[config.mk]
export PLATFORM = sky130hd
export DESIGN_NAME = beam_threshold_sequencer
export DESIGN_NICKNAME = d
export VERILOG_FILES = /design/src/rtl/pueo_beam_ctrl_pkg.sv /design/src/rtl/beam_thresh_shadow.sv /design/src/rtl/beam_threshold_sequencer.sv
export SDC_FILE = /design/constraint.sdc
export NUM_CORES = 1
export LEC_CHECK = 0
export CAP_MARGIN = 40
export CORE_MARGIN = 2
export CORE_UTILIZATION = 45
export CTS_BUF_LIST = sky130_fd_sc_hd__clkbuf_8 sky130_fd_sc_hd__clkbuf_16
export DETAILED_ROUTE_END_ITERATION = 8
export PLACE_DENSITY = 0.84
export SYNTH_ARGS = -nofsm -noshare
export SYNTH_HDL_FRONTEND = slang
export SYNTH_SLANG_ARGS = --single-unit
[constraint.sdc]
create_clock -name clk_i -period 1.56 [get_ports clk_i]
set_input_delay 0.156 -clock clk_i [delete_from_list [all_inputs] [get_ports clk_i]]
set_output_delay 0.156 -clock clk_i [all_outputs]
set_load 0.05 [all_outputs]
[src/rtl/pueo_beam_ctrl_pkg.sv]
// Shared definitions for the beam threshold control path: sequencer FSM
// state encoding, default threshold width and a beam range helper.
package pueo_beam_ctrl_pkg;

  localparam int THRESH_BITS_DEFAULT = 18;

  // Sequencer state encoding, kept as plain constants for legacy tools
  typedef logic [1:0] bts_state_t;
  localparam bts_state_t ST_IDLE = 2'd0;
  localparam bts_state_t ST_ARM  = 2'd1;
  localparam bts_state_t ST_LOAD = 2'd2;
  localparam bts_state_t ST_DONE = 2'd3;

  // True when an 8-bit beam index addresses a beam that exists
  function automatic logic beam_in_range(input logic [7:0] beam, input int nbeams);
    return (int'(beam) < nbeams);
  endfunction

endpackage

[src/rtl/beam_thresh_shadow.sv]
// Shadow threshold register file: one write port, all entries readable in
// parallel so the sequencer can copy any beam into the live set.
module beam_thresh_shadow
  import pueo_beam_ctrl_pkg::*;
#(
  parameter int                     NBEAMS         = 2,
  parameter int                     THRESH_BITS    = THRESH_BITS_DEFAULT,
  parameter logic [THRESH_BITS-1:0] THRESH_DEFAULT = '1
) (
  input  logic                          clk_i,
  input  logic                          rst_i,
  input  logic                          wr_en_i,
  input  logic [7:0]                    wr_beam_i,
  input  logic [THRESH_BITS-1:0]        wr_data_i,
  output logic [NBEAMS*THRESH_BITS-1:0] rd_all_o
);

  logic [NBEAMS*THRESH_BITS-1:0] shadow_q;

  // Reset every entry to the default, otherwise write the addressed entry
  always_ff @(posedge clk_i) begin
    if (rst_i) begin
      shadow_q <= {NBEAMS{THRESH_DEFAULT}};
    end else if (wr_en_i) begin
      for (int b = 0; b < NBEAMS; b++) begin
        if (wr_beam_i == 8'(b)) begin
          shadow_q[b*THRESH_BITS +: THRESH_BITS] <= wr_data_i;
        end
      end
    end
  end

  assign rd_all_o = shadow_q;

endmodule

[src/rtl/beam_threshold_sequencer.sv]
// Beam threshold sequencer: host writes go into a shadow file while idle;
// an update request arms the sequencer, and the next trigger frame boundary
// copies the shadow into the live thresholds one beam per cycle.
// Optional feature macro: BEAM_THRESH_READBACK_EN adds a two-cycle live
// threshold readback port.
module beam_threshold_sequencer
  import pueo_beam_ctrl_pkg::*;
#(
  parameter int                     NBEAMS         = 2,
  parameter int                     THRESH_BITS    = THRESH_BITS_DEFAULT,
  parameter logic [THRESH_BITS-1:0] THRESH_DEFAULT = 18'h3FFFF
) (
  input  logic                          clk_i,
  input  logic                          rst_i,
  input  logic                          thresh_wr_i,
  input  logic [7:0]                    thresh_wr_beam_i,
  input  logic [THRESH_BITS-1:0]        thresh_wr_data_i,
  output logic                          thresh_wr_ack_o,
  input  logic                          update_i,
  input  logic                          frame_i,
  output logic                          busy_o,
  output logic                          done_o,
  output logic [NBEAMS*THRESH_BITS-1:0] thresh_o,
  output logic [NBEAMS-1:0]             thresh_ce_o,
  output logic                          err_o
`ifdef BEAM_THRESH_READBACK_EN
  ,
  input  logic                          rd_i,
  input  logic [7:0]                    rd_beam_i,
  output logic [THRESH_BITS-1:0]        rd_data_o,
  output logic                          rd_valid_o
`endif
);

  localparam int IDX_W = (NBEAMS > 1) ? $clog2(NBEAMS) : 1;
  localparam logic [IDX_W-1:0] LAST_IDX = IDX_W'(NBEAMS - 1);

  bts_state_t                    state_q, state_d;
  logic [IDX_W-1:0]              idx_q, idx_d;
  logic                          pending_q, pending_d;
  logic                          ack_q;
  logic                          err_q;
  logic [NBEAMS-1:0]             ce_q, ce_d;
  logic [NBEAMS*THRESH_BITS-1:0] thr_q, thr_d;
  logic [NBEAMS*THRESH_BITS-1:0] shadow_all;
  logic                          wr_accept;
  logic                          wr_in_range;

  // Writes are only taken while idle; the ack guard keeps a request that is
  // still held during its ack cycle from being taken a second time.
  assign wr_accept   = (state_q == ST_IDLE) && thresh_wr_i && !ack_q;
  assign wr_in_range = beam_in_range(thresh_wr_beam_i, NBEAMS);

  beam_thresh_shadow #(
    .NBEAMS         (NBEAMS),
    .THRESH_BITS    (THRESH_BITS),
    .THRESH_DEFAULT (THRESH_DEFAULT)
  ) u_shadow (
    .clk_i     (clk_i),
    .rst_i     (rst_i),
    .wr_en_i   (wr_accept && wr_in_range),
    .wr_beam_i (thresh_wr_beam_i),
    .wr_data_i (thresh_wr_data_i),
    .rd_all_o  (shadow_all)
  );

  // Next-state logic: IDLE -> ARM on update, ARM -> LOAD on frame, LOAD walks
  // the beams, DONE re-arms if an update arrived during the sequence
  always_comb begin
    state_d   = state_q;
    idx_d     = idx_q;
    pending_d = pending_q;
    case (state_q)
      ST_IDLE: begin
        if (update_i) state_d = ST_ARM;
      end
      ST_ARM: begin
        if (frame_i) begin
          state_d = ST_LOAD;
          idx_d   = '0;
        end
      end
      ST_LOAD: begin
        if (update_i) pending_d = 1'b1;
        if (idx_q == LAST_IDX) begin
          state_d = ST_DONE;
        end else begin
          idx_d = idx_q + 1'b1;
        end
      end
      ST_DONE: begin
        state_d   = (pending_q || update_i) ? ST_ARM : ST_IDLE;
        pending_d = 1'b0;
      end
      default: begin
        state_d = ST_IDLE;
      end
    endcase
  end

  // Live threshold copy: the beam selected by idx_q loads together with its strobe
  always_comb begin
    ce_d  = '0;
    thr_d = thr_q;
    if (state_q == ST_LOAD) begin
      for (int b = 0; b < NBEAMS; b++) begin
        if (idx_q == IDX_W'(b)) begin
          ce_d[b] = 1'b1;
          thr_d[b*THRESH_BITS +: THRESH_BITS] = shadow_all[b*THRESH_BITS +: THRESH_BITS];
        end
      end
    end
  end

  // Sequencer state, handshake flags and live thresholds
  always_ff @(posedge clk_i) begin
    if (rst_i) begin
      state_q   <= ST_IDLE;
      idx_q     <= '0;
      pending_q <= 1'b0;
      ack_q     <= 1'b0;
      err_q     <= 1'b0;
      ce_q      <= '0;
      thr_q     <= {NBEAMS{THRESH_DEFAULT}};
    end else begin
      state_q   <= state_d;
      idx_q     <= idx_d;
      pending_q <= pending_d;
      ack_q     <= wr_accept;
      err_q     <= err_q | (wr_accept && !wr_in_range);
      ce_q      <= ce_d;
      thr_q     <= thr_d;
    end
  end

  assign thresh_wr_ack_o = ack_q;
  assign busy_o          = (state_q != ST_IDLE);
  assign done_o          = (state_q == ST_DONE);
  assign thresh_o        = thr_q;
  assign thresh_ce_o     = ce_q;
  assign err_o           = err_q;

`ifdef BEAM_THRESH_READBACK_EN
  logic                   rd_vld_p0, rd_vld_p1;
  logic [THRESH_BITS-1:0] rd_data_p0, rd_data_p1;
  logic [THRESH_BITS-1:0] rd_sel;

  // Select the live threshold; beams that do not exist read as zero
  always_comb begin
    rd_sel = '0;
    for (int b = 0; b < NBEAMS; b++) begin
      if (rd_beam_i == 8'(b)) rd_sel = thr_q[b*THRESH_BITS +: THRESH_BITS];
    end
  end

  // Stage p0: capture the request; stage p1: present the result
  always_ff @(posedge clk_i) begin
    if (rst_i) begin
      rd_vld_p0 <= 1'b0;
      rd_vld_p1 <= 1'b0;
    end else begin
      rd_vld_p0 <= rd_i;
      rd_vld_p1 <= rd_vld_p0;
    end
  end

  // Readback data pipeline, qualified by the valid pipeline
  always_ff @(posedge clk_i) begin
    rd_data_p0 <= rd_sel;
    rd_data_p1 <= rd_data_p0;
  end

  assign rd_data_o  = rd_data_p1;
  assign rd_valid_o = rd_vld_p1;
`endif

endmodule

---- Word-level counts from Yosys, hierarchy flattened ----
Cells that the tools add are included.
W data, S select, Z words.
storage, ports and cells
  register bits after elaboration ......... 80
  input bits .............................. 31
  output and inout port bits .............. 42
  logic and storage cells ................. 55
operators by class
  $add $sub $neg .......................... 1
  $lt $le $gt $ge ......................... 1
  equal/unequal tests ..................... 8
  mux-type cells .......................... 12
  bitwise gates (word level) .............. 3
  reductions and logical operators ........ 20
operators with widths
  operator               number
  $reduce_and A2 Y1      6
  $eq A8 B1 Y1 const B   1
  $logic_not A8 Y1       1
  $lt A8 B2 Y1 const B   1
  $ne A2 B2 Y1 const B   4
  $pmux W2 S4            1
  $mux W1                6
  $mux W2                3
  $reduce_bool A2 Y1     3
  $eq A2 B2 Y1 const B   2
  $logic_and A1 B1 Y1    4
  $pmux W1 S2            2
  $reduce_and A3 Y1      1
  $eq A2 B1 Y1 const B   1
  $logic_not A1 Y1       2
  $logic_not A2 Y1       1
  $not A1 Y1             2
  $reduce_or A2 Y1       1
  $add A1 B1 Y1 const B  1
  $logic_or A1 B1 Y1     1
  $or A1 B1 Y1           1

---- Depth between registers and ports, before layout ----
  depth in word-level cells ............... 5
  depth in mapped cells ................... 7
  mapped depth without buffers ............ 5

---- Modules after synthesis ----
Synthesis repeated with hierarchy kept, for this count alone.
second synthesis, totals
  cell total of the unflattened synthesis .. 330
  area total of the unflattened synthesis .. 3,143.0 µm²
by module, submodules not included
  module                    instances  cells an instance  area an instance (µm²)  seq. area each (µm²)
  beam_threshold_sequencer  1          189                1,769.2                 880.8
  beam_thresh_shadow        1          141                1,373.8                 720.7

---- Worst setup path before layout ----
No wires, ideal clock.
  path type ............................... reg-to-reg
  start ................................... register ack_q, in the netlist thresh_wr_ack_o
  end ..................................... register u_shadow.shadow_q[10], in the netlist u_shadow.rd_all_o[10]
  arrival ................................. 1.439 ns
  required time ........................... 1.488 ns
  path slack .............................. 0.050 ns
  stages on the path, launching flop included .. 6
  buffers on the path ..................... 2
  period minus slack after synthesis ...... 1.510 ns
  path through ............................ dfxtp_1 and3b_2 nand4b_1 buf_6 buf_12 mux2i_1
between the ends
  cells in the longest elaborated chain, start to end .. 4
RTL lines
  item                            RTL line                         text
  start: declaration              beam_threshold_sequencer.sv:41   logic ack_q;
  start signal: assignment        beam_threshold_sequencer.sv:129  ack_q <= wr_accept;
  $logic_not A1 Y1                beam_threshold_sequencer.sv:51   assign wr_accept = (state_q == ST_IDLE) && thresh_wr_i && !ack_q;
  $logic_and A1 B1 Y1             beam_threshold_sequencer.sv:51
  $logic_and A1 B1 Y1             beam_threshold_sequencer.sv:61   .wr_en_i (wr_accept && wr_in_range),
  $reduce_and A2 Y1 (no line)     n/a
  end signal: assignment          beam_thresh_shadow.sv:23         shadow_q <= {NBEAMS{THRESH_DEFAULT}};
  end signal: indexed assignment  beam_thresh_shadow.sv:27         shadow_q[b*THRESH_BITS +: THRESH_BITS] <= wr_data_i;
  end: declaration                beam_thresh_shadow.sv:18         logic [NBEAMS*THRESH_BITS-1:0] shadow_q;
No other way between the ends.
A chain may end at the register's enable or synchronous reset.

---- Worst setup path after layout ----
  start ................................... register state_q[1]
  end ..................................... register u_shadow.shadow_q[33], in the netlist u_shadow.rd_all_o[33]
between the ends
  cells in the longest elaborated chain, start to end .. 5
RTL lines
  item                              RTL line                         text
  start: declaration                beam_threshold_sequencer.sv:38   bts_state_t state_q, state_d;
  start signal: assignment          beam_threshold_sequencer.sv:126  state_q <= state_d;
  $logic_not A2 Y1                  beam_threshold_sequencer.sv:51
  $logic_and A1 B1 Y1 (2 in a row)  beam_threshold_sequencer.sv:51
  $logic_and A1 B1 Y1               beam_threshold_sequencer.sv:61
  $reduce_and A2 Y1 (no line)       n/a
No other way between the ends.

==> results.py <==
metrics = {
    "layout": {
        "stdcell_count": 501,
        "drive_gt1_share_pct": 20.2,
        "final_cell_mix": "dfxtp_1 (80), nor2_1 (56), buf_4 (50), nand2_1 (37), mux2i_1 (35)",
        "area_growth_pct": 32.6,
        "diodes": 0,
        "nets": 436,
        "post-route-util_pct": 61.4,
        "final_common_cell": "dfxtp_1",
    },
    "placement": {
        "dp_cells": 483,
        "portBuffers": 72,
        "dp_hpwl_mm": 4.81,
        "place_congestion": 0.761,
    },
    "clock_network": {
        "cts_tree": "yes",
        "clkTransAtPathRegs_ns": 0.08,
        "htree_levels": 3,
        "clock_path_buffers": 2,
        "clockRootBuffer": "clkbuf_8",
        "clk_latency_ns": 0.35,
        "cts-buffers-inserted": 9,
        "cts_sinks": 80,
    },
    "logic_synthesis": {
        "synth_seq_area_share_pct": 50.9,
        "synthCells": 325,
        "syn-num-nets": 361,
        "ys_seq_elements": 80,
        "synth.distinct_cells": 30,
        "ys.warnings.count": 0,
        "syn-cell-area_sq_mm": 0.00314,
        "syn_area_per_cell_sq_um": 9.67,
    },
    "power_and_ir_drop": {
        "finalPower_w": 0.00632,
        "p_leak_nw": 2.00,
        "p_per_area_mw_per_mm2": 1520,
        "ir_drop_mv": 0.860,
    },
    "floorplan": {
        "core_area_sq_mm": 0.00679,
        "io_pins": 73,
        "std_cell_rows": 30,
        "die_x_um": 87.6,
        "fp.dieArea_sq_mm": 0.00767,
        "fp.dieH_um": 87.6,
        "initial_utilization_pct": 46.3,
    },
    "sta": {
        "min_period_ns": 1.51,
        "relSlewSlack_pct": 78.9,
        "skew_ns": 0.00648,
        "worst_slew_pin_slew_ns": 0.315,
        "hold_viol_final": 0,
        "rsz0062_at_grt": "no",
        "slew_viol_final": 0,
        "fin_setup_tns_ns": 0,
        "fmax_ghz": 0.661,
        "timing.final.crit_share_pct": 96.9,
        "setup_viol": 0,
    },
    "drt": {
        "drtAntennaViolNets": 0,
        "num_vias": 2507,
        "via_per_inst": 5.00,
        "wire_per_inst_um": 13.6,
        "drc": 0,
        "drtIter0Drc": 103,
        "wirelength_mm": 6.83,
        "first_pass_iters": 4,
    },
    "critical_path": {
        "r2r-start": "state_q[1]",
        "reg2reg_slack_ns": 0.05,
        "cp-start-kind": "flip-flop",
        "path_class": "flip-flop to flip-flop",
        "crit_fanout": 9,
        "reg2regPathDepth": 7,
        "critPathArrivalTime_ns": 1.78,
        "r2r_end": "u_shadow.rd_all_o[33]",
        "cp-startpoint": "state_q[1]",
        "worstPathRequired_ns": 1.83,
        "crit_path_end_kind": "flip-flop",
        "endpoint": "u_shadow.rd_all_o[33]",
    },
    "outcome": {
        "status": "complete, no violations",
    },
    "global_route": {
        "grtUsageTotal_pct": 18.3,
        "grt_overflow_total": 0,
        "grt_antenna_before_repair": 0,
        "grt_pass1_vias": 2504,
        "grt_max_degree": 55,
        "grt_pass1_wl_mm": 10.9,
    },
    "run": {
        "drv_cap": 0,
    },
    "worst_hold_path": {
        "hp-class": "input pin to flip-flop",
    },
}
==> area by class of cell <==
| class | instances | area, sq um |
|---|---|---|
| Sequential cell | 80 | 1600 |
| Multi-Input combinational cell | 216 | 1410 |
| Clock buffer | 9 | 124 |
| Fill cell | 584 | 2620 |
| Clock inverter | 7 | 63.8 |
| Tap cell | 96 | 120 |
| Timing Repair Buffer | 88 | 836 |
| Inverter | 5 | 18.8 |
==> registers in the layout (all words and copies together), names as in the netlist <==
name / count
thresh_ce_o: 2
thresh_o: 36
state_q: 2
pending_q: 1
u_shadow.rd_all_o: 36
err_o: 1
thresh_wr_ack_o: 1
idx_q: 1
==> timing repair <==
action,in CTS,in global routing
endpoints found under the setup margin,16,54
cloned,0,1
hold buffers,0,0
gates resized for setup,6,7
buffers inserted,0,1
pin swaps,0,1
endpoints found under the hold margin,0,0
==> worst max-delay path, cell delays in order, from the launching register on <==
cell and delay (ns):
dfxtp_1 0.35, inv_2 0.07, ha_4 0.16, and3b_2 0.23
nand4_1 0.08, buf_4 0.15, buf_12 0.15, mux2i_4 0.24
==> per-stage QoR <==
stage	area, sq um	worst slack [ns]	hold WS (ns)
after global placement	3900	-0.00184	0.450
after CTS	4110	0.00872	0.252
after floorplan	3140	0.0496	0.275
after detailed placement	3900	-0.0675	0.455
after global routing	4170	0.00942	0.271
final	4170	0.0478	0.261
==> kinds of logic after synthesis <==
family          share of synthesized area [%]
flops                                    50.9
buf+inv                                  5.21
fa+ha+maj                                1.99
mux                                      11.5
compound gates                           7.52
simple gates                             22.9
==> worst min path at each step <==
stage / from / to / slack (ns) / cells after the start
floorplan: frame_i / idx_q / 0.27 / 1
global placement: thresh_o[35] / thresh_o[35] / 0.45 / 1
detailed placement: thresh_o[32] / thresh_o[32] / 0.46 / 1
CTS: rst_i / thresh_ce_o[0] / 0.25 / 3
global route: rst_i / thresh_ce_o[0] / 0.27 / 3
finish: rst_i / thresh_ce_o[0] / 0.26 / 3
==> per-layer routing <==
metal | share of wire (%) | wire length, um | GRT usage, %
met4 | 1.5 | 104 | 7.83
met1 | 43 | 2930 | 22.0
met3 | 5.4 | 371 | 4.05
met2 | 50 | 3430 | 31.3
met5 | 0 | 0 | 0
==> synth_stat cells (all sizes together) <==
library cell / count / share of area [%]
dfxtp: 80 / 51
nor2: 56 / 6.7
nand2: 37 / 4.4
mux2i: 36 / 11
a211o: 18 / 5.0
and3: 18 / 3.6
nand3b: 18 / 4.3
clkbuf: 14 / 1.7
buf: 10 / 2.9
ha: 5 / 2.0
inv: 5 / 0.60
nor2b: 5 / 0.99
a21oi: 3 / 0.48
nand2b: 3 / 0.60
nor3: 3 / 0.48
nand4: 2 / 0.40
a21boi: 1 / 0.24
a221oi: 1 / 0.28
a311oi: 1 / 0.28
and3b: 1 / 0.32
nand3: 1 / 0.16
nand4b: 1 / 0.28
nor4: 1 / 0.68
o2111ai: 1 / 0.28
o21a: 1 / 0.24
o21ai: 1 / 0.16
o21ba: 1 / 0.32
o31ai: 1 / 0.24
==> power breakdown <==
part | total [W] | switching (W) | internal (W)
sequential | 0.00242 | 0.000134 | 0.00229
combinational | 0.00246 | 0.00156 | 0.000905
clock | 0.00144 | 0.000717 | 0.000724
total | 0.00632 | 0.00241 | 0.00392
(Power assumes the default switching activity.)
